`src/rtl/bk_pkg.sv`:
```
// Shared types and helpers for the Brent-Kung block accumulator.
package bk_pkg;

    localparam int DATA_W = 16;

    typedef enum logic [1:0] {
        IDLE  = 2'd0,
        ACCUM = 2'd1,
        DONE  = 2'd2
    } acc_state_t;

    function automatic int clog2(input int n);
        int r;
        r = 0;
        while ((1 << r) < n) r++;
        return r;
    endfunction

endpackage

```
`src/rtl/BK_Adder16Bit.sv`:
```
// 16-bit Brent-Kung parallel-prefix adder, carry-in tied to zero.
module BK_Adder16Bit
    import bk_pkg::*;
(
    input  logic [DATA_W-1:0] x,
    input  logic [DATA_W-1:0] y,
    output logic [DATA_W:0]   sumTotal
);

    logic [DATA_W-1:0] p;
    logic [DATA_W-1:0] g;
    logic [DATA_W-1:0] gg;
    logic [DATA_W-1:0] pp;

    assign p = x ^ y;
    assign g = x & y;

    // In-place prefix tree: the partner node of each level is never rewritten
    // in that same level, so sequential updates inside one block are safe.
    always_comb begin
        gg = g;
        pp = p;
        for (int l = 0; l < 4; l++) begin
            for (int i = 0; i < DATA_W; i++) begin
                if (((i + 1) % (2 << l)) == 0) begin
                    gg[i] = gg[i] | (pp[i] & gg[i - (1 << l)]);
                    pp[i] = pp[i] & pp[i - (1 << l)];
                end
            end
        end
        for (int l = 2; l >= 0; l--) begin
            for (int i = 0; i < DATA_W; i++) begin
                if ((((i + 1) % (2 << l)) == (1 << l)) && (i > (1 << l))) begin
                    gg[i] = gg[i] | (pp[i] & gg[i - (1 << l)]);
                    pp[i] = pp[i] & pp[i - (1 << l)];
                end
            end
        end
    end

    assign sumTotal = {gg[DATA_W-1], p[DATA_W-1:1] ^ gg[DATA_W-2:0], p[0]};

endmodule

```
`src/rtl/bk_block_accumulator.sv`:
```
// Block accumulator around the Brent-Kung adder: sums BLOCK_LEN samples into
// a {carry_cnt, acc} result presented on a valid/ready output.
module bk_block_accumulator
    import bk_pkg::*;
#(
    parameter int BLOCK_LEN = 8,
    parameter int CARRY_W   = 8
) (
    input  logic                      clk,
    input  logic                      rst_n,
    input  logic                      start,
    input  logic                      in_valid,
    output logic                      in_ready,
    input  logic [DATA_W-1:0]         in_data,
    output logic                      out_valid,
    input  logic                      out_ready,
    output logic [DATA_W+CARRY_W-1:0] out_sum,
    output logic                      out_ovf,
    output logic                      busy
);

    localparam int CNT_W = clog2(BLOCK_LEN + 1);
    localparam logic [CNT_W-1:0] LAST = CNT_W'(BLOCK_LEN - 1);

    acc_state_t                  state_q, state_d;
    logic [DATA_W-1:0]           acc_q, acc_d;
    logic [CARRY_W-1:0]          carry_q, carry_d;
    logic [CNT_W-1:0]            cnt_q, cnt_d;
    logic                        ovf_q, ovf_d;
    logic [DATA_W+CARRY_W-1:0]   out_sum_q, out_sum_d;
    logic                        out_ovf_q, out_ovf_d;
    logic [DATA_W:0]             sum;

    BK_Adder16Bit u_adder (
        .x        (acc_q),
        .y        (in_data),
        .sumTotal (sum)
    );

    always_comb begin
        state_d   = state_q;
        acc_d     = acc_q;
        carry_d   = carry_q;
        cnt_d     = cnt_q;
        ovf_d     = ovf_q;
        out_sum_d = out_sum_q;
        out_ovf_d = out_ovf_q;
        case (state_q)
            IDLE: begin
                if (start) begin
                    state_d = ACCUM;
                    acc_d   = '0;
                    carry_d = '0;
                    cnt_d   = '0;
                    ovf_d   = 1'b0;
                end
            end
            ACCUM: begin
                if (in_valid) begin
                    acc_d   = sum[DATA_W-1:0];
                    carry_d = carry_q + CARRY_W'(sum[DATA_W]);
                    ovf_d   = ovf_q | ((&carry_q) & sum[DATA_W]);
                    if (cnt_q == LAST) begin
                        state_d   = DONE;
                        out_sum_d = {carry_d, sum[DATA_W-1:0]};
                        out_ovf_d = ovf_d;
                    end else begin
                        cnt_d = cnt_q + CNT_W'(1);
                    end
                end
            end
            DONE: begin
                // Result is held until consumed; start here chains the next block.
                if (out_ready) begin
                    if (start) begin
                        state_d = ACCUM;
                        acc_d   = '0;
                        carry_d = '0;
                        cnt_d   = '0;
                        ovf_d   = 1'b0;
                    end else begin
                        state_d = IDLE;
                    end
                end
            end
            default: state_d = IDLE;
        endcase
    end

    always_ff @(posedge clk) begin
        if (!rst_n) begin
            state_q   <= IDLE;
            acc_q     <= '0;
            carry_q   <= '0;
            cnt_q     <= '0;
            ovf_q     <= 1'b0;
            out_sum_q <= '0;
            out_ovf_q <= 1'b0;
        end else begin
            state_q   <= state_d;
            acc_q     <= acc_d;
            carry_q   <= carry_d;
            cnt_q     <= cnt_d;
            ovf_q     <= ovf_d;
            out_sum_q <= out_sum_d;
            out_ovf_q <= out_ovf_d;
        end
    end

    assign in_ready  = (state_q == ACCUM);
    assign out_valid = (state_q == DONE);
    assign busy      = (state_q != IDLE);
    assign out_sum   = out_sum_q;
    assign out_ovf   = out_ovf_q;

endmodule

```
`config.mk`:
```
export PLATFORM = sky130hd
export DESIGN_NAME = bk_block_accumulator
export DESIGN_NICKNAME = d
export VERILOG_FILES = /design/src/rtl/bk_pkg.sv /design/src/rtl/BK_Adder16Bit.sv /design/src/rtl/bk_block_accumulator.sv
export SDC_FILE = /design/constraint.sdc
export NUM_CORES = 1
export LEC_CHECK = 0
export ABC_AREA = 1
export CORE_UTILIZATION = 63
export DETAILED_ROUTE_END_ITERATION = 10
export DONT_BUFFER_PORTS = 1
export PLACE_DENSITY_LB_ADDON = 0.05
export SLEW_MARGIN = 10
export SYNTH_ARGS = -nofsm -noshare
export SYNTH_HDL_FRONTEND = slang
export SYNTH_SLANG_ARGS = --single-unit
```
`constraint.sdc`:
```
create_clock -name clk -period 3.3 [get_ports clk]
set_clock_uncertainty 0.15 [all_clocks]
set_input_delay 0.66 -clock clk [delete_from_list [all_inputs] [get_ports clk]]
set_output_delay 0.66 -clock clk [all_outputs]
set_load 0.02 [all_outputs]
```
==> run summary <==
PLACE
-----------------------------------------------------------------------------------------------------
Worst slack after detailed placement                                                        0.2068 ns
Port Buf Inserts                                                                                    0
Area after DPL                                                                           0.002899 mm^2
Number of cells after detailed placement                                                          422
Post-detailed-placement half-perimeter wirelength                                             4068 um
Placer's final routability congestion estimate                                                 0.8875

WORST HOLD PATH
-----------------------------------------------------------------------------------------------------
Class of the tightest hold or removal check                                                reg -> reg

FINISH
-----------------------------------------------------------------------------------------------------
Fill cells                                                                                        391
Antenna fix cells                                                                                   0
Commonest cells after routing, fill and taps aside                                       nand2_1 (117), dfxtp_1 (56), a21oi_1 (53), inv_1 (33), nor2_1 (25)
Count of placed standard cells in the final layout, fillers left out                              430
Final cell area excluding filler cells                                                   0.002992 mm^2
Most common cell after layout, fill and taps aside                                            nand2_1
Fin util                                                                                       68.24%
Fraction of layout cells with a size suffix above 1                                            5.291%
Synthesis-to-finish area growth                                                                2.972%
Nets                                                                                              424

SYNTHESIS
-----------------------------------------------------------------------------------------------------
Instance count of the mapped netlist                                                              382
Synth area leader                                                                             dfxtp_1
Total of warnings raised by yosys                                                                   0
Xor and xnor area share after synthesis                                                        3.919%
Portion of synthesized cell area occupied by the leading cell type                             38.59%
Main combinational cell family by area after synthesis                                   simple AND/OR/NAND/NOR gates
Mean Syn Cell Area                                                                         7.605 um^2
Share of cell area taken by muxes after synthesis                                                  0%
Synth Cell Area                                                                          0.002905 mm^2
Post-synthesis share of cell area spent on full adders, half adders and majority gates         13.26%
Register bit total from synthesis                                                                  56
Post-Synth Simple-Gate Area                                                                    22.95%
Cell types occupying the most area after synthesis                                       dfxtp_1 (39%), nand2_1 (15%), a21oi_1 (9.1%)
Sequential share of the synthesized area                                                       38.59%
Distinct cells, synth                                                                              30
Synth Area in Compound Gates                                                                   13.65%
Post-synthesis net count                                                                          429

DRT
-----------------------------------------------------------------------------------------------------
Total via count in the routed design                                                             2390
Number of nets still failing antenna checks after routing                                           0
Drt via density                                                                                 5.558
Remaining DRCs                                                                                      0
Pre-Repair DR Iteration Count                                                                       4
Total wire length after detailed routing                                                      5811 um
Violation count after the first detailed-routing iteration                                        123
Per-cell routed wire length                                                                  13.51 um

FLOORPLANNING
-----------------------------------------------------------------------------------------------------
Cell row count                                                                                     24
Boundary Pins                                                                                      49
Die width                                                                                    69.91 um
Core box area                                                                            0.004384 mm^2
Floorplan die area                                                                       0.004887 mm^2
Die Ht                                                                                       69.91 um
Effective utilization at floorplan                                                             66.27%

TIMING
-----------------------------------------------------------------------------------------------------
Period minus WS final                                                                        2.794 ns
Endpoints failing setup                                                                             0
Final hold viol count                                                                               0
Worst slew slack as a fraction of its limit                                                    52.02%
Slew @ Worst Pin                                                                            0.7169 ns
Number of max-slew violations in the final report                                                   0
Period Utilization, post-route                                                                 84.65%
Unrepaired setup endpoints after global routing                                                    no
Maximum clock rate                                                                          358.0 MHz
Final WS setup                                                                              0.5064 ns
Total Neg Setup Slack                                                                            0 ns

CLOCK NETWORK
-----------------------------------------------------------------------------------------------------
Count of buffers added by post-CTS timing repair for setup                                          0
Clock net sink count                                                                               56
Clk pin slew, worst setup/hold paths                                                          0.10 ns
CTS H-Tree Depth                                                                                    2
Clock buffers created by TritonCTS                                                                  5
CTS tree                                                                                        built
# hold bufs at CTS                                                                                  0
Clock Tree Buf Depth                                                                                2
Clock insertion delay at the later pin of the skew report                                     0.31 ns
CTS resizes                                                                                         0
Clock root buffer master                                                                     clkbuf_8

GRT
-----------------------------------------------------------------------------------------------------
Grt met3 use                                                                                   6.061%
Global-route wire length before repair                                                       10120 um
Number of global-route vias before repair                                                        2314
Antenna violations before repair                                                                    0
GR Util met2                                                                                   43.06%
Met1 Resource Use GR                                                                           32.37%
Residual overflow from global routing                                                               0
Pin count of the biggest net entering global routing                                               32
Most used routing layer in global routing                                                        met2
Combined global-route utilization of all metal layers                                          25.43%

PWR
-----------------------------------------------------------------------------------------------------
Largest vdd supply drop                                                                   0.0002190 V
PwrDens                                                                                  403.7 mW/mm^2
Leakage power total                                                                          1.227 nW

CRITICAL PATH
-----------------------------------------------------------------------------------------------------
Critical path required time                                                                   3.39 ns
Maximum fanout along the worst path                                                                 3
Launching element type of the critical path                                                input port
Max stage delay on crit path                                                                  0.41 ns
CP Capture Type                                                                              register
Crit path cell chain                                                                     ha_1, fa_1, nand3_1, nand3_1, nand2_1, nand2_1, nand2_1, nand2_1, ha_1, ha_1, nand3_1, nor2_1, xor2_1, nand2_1, a21oi_1
Arrival time of the worst setup path                                                          2.89 ns
Critical Path Most Common Cell                                                                nand2_1
Reg-to-reg setup timing slack                                                                 0.54 ns
Critical path start-end classification                                                      in -> reg
Slowest CP cell                                                                                  fa_1

RUN STATUS
-----------------------------------------------------------------------------------------------------
Outcome                                                                                  complete, no violations

RUN
-----------------------------------------------------------------------------------------------------
Maximum capacitance violations                                                                      0

==> cells in the mapped netlist, drive strengths merged <==
cell type and number:
nand4 3, buf 8, o21ai 15, inv 35, nor2 28, nor3b 1, xor2 7, xnor2 6
a21oi 54, o21bai 1, nand2 119, or2 1, dfxtp 56, a31oi 2, ha 18, fa 8
a32oi 1, o211ai 1, nand3 10, nor3 1, clkbuf 6, clkinv 1
==> final timing paths <==
path / from / depth (start not counted) / endpoint
max: in_data[0] / 15 / carry_q[6]
min: acc_q[9] / 2 / acc_q[9]
max reg2reg: acc_q[0] / 15 / carry_q[6]
min reg2reg: acc_q[9] / 2 / acc_q[9]
==> critical path: cells and delay by family <==
family	cells	cell delay, ns
fa+ha+maj	4	1.04
xor+xnor	1	0.18
compound gates	1	0.14
simple gates	9	0.87
==> registers in the layout, summed over array words and instances, names as in the netlist <==
name / cells
acc_q: 16
ovf_q: 1
out_ovf: 1
cnt_q: 4
state_q: 2
out_sum: 24
carry_q: 8
==> where the power goes <==
part | internal [mW] | switching, mW | total, mW
Combinational | 0.0429 | 0.0860 | 0.129
Sequential | 0.685 | 0.00888 | 0.694
Clock | 0.168 | 0.217 | 0.385
==> final cells by class <==
type,instances,area [um^2],share of cell area [%]
multi-input combinational,276,1563,52.24
tap,52,65.06,2.175
timing repair buffer,2,15.01,0.5019
sequential,56,1121,37.47
inverter,36,135.1,4.517
clock buffer,6,82.58,2.760
clock inverter,2,10.01,0.3346
==> through the flow <==
step / hold slack (ns) / total power [mW]
3_5_place_dp: 0.3068 / 0.8374
3_3_place_gp: 0.3019 / 0.8349
6_report: 0.3205 / 1.208
2_1_floorplan: 0.2917 / 0.8188
4_1_cts: 0.3182 / 1.219
5_1_grt: 0.3161 / 1.261
==> cells by family (layout without fill, tap and decap cells) <==
logic type,after synthesis,in the layout
adder cells (fa/ha/maj),26,26
AO/OA/AOI/OAI,74,74
flip-flops,56,56
XOR/XNOR,13,13
buffers and inverters,50,46
AND/OR/NAND/NOR,163,163
==> layer usage <==
| layer | vias to the layer above | routed length (um) |
|---|---|---|
| li1 | 1218 | - |
| met1 | 1112 | 2703 |
| met2 | 53 | 2764 |
| met3 | 7 | 283 |
| met4 | 0 | 59 |
| met5 | - | 0 |
Power figures use the tool's default switching activity.
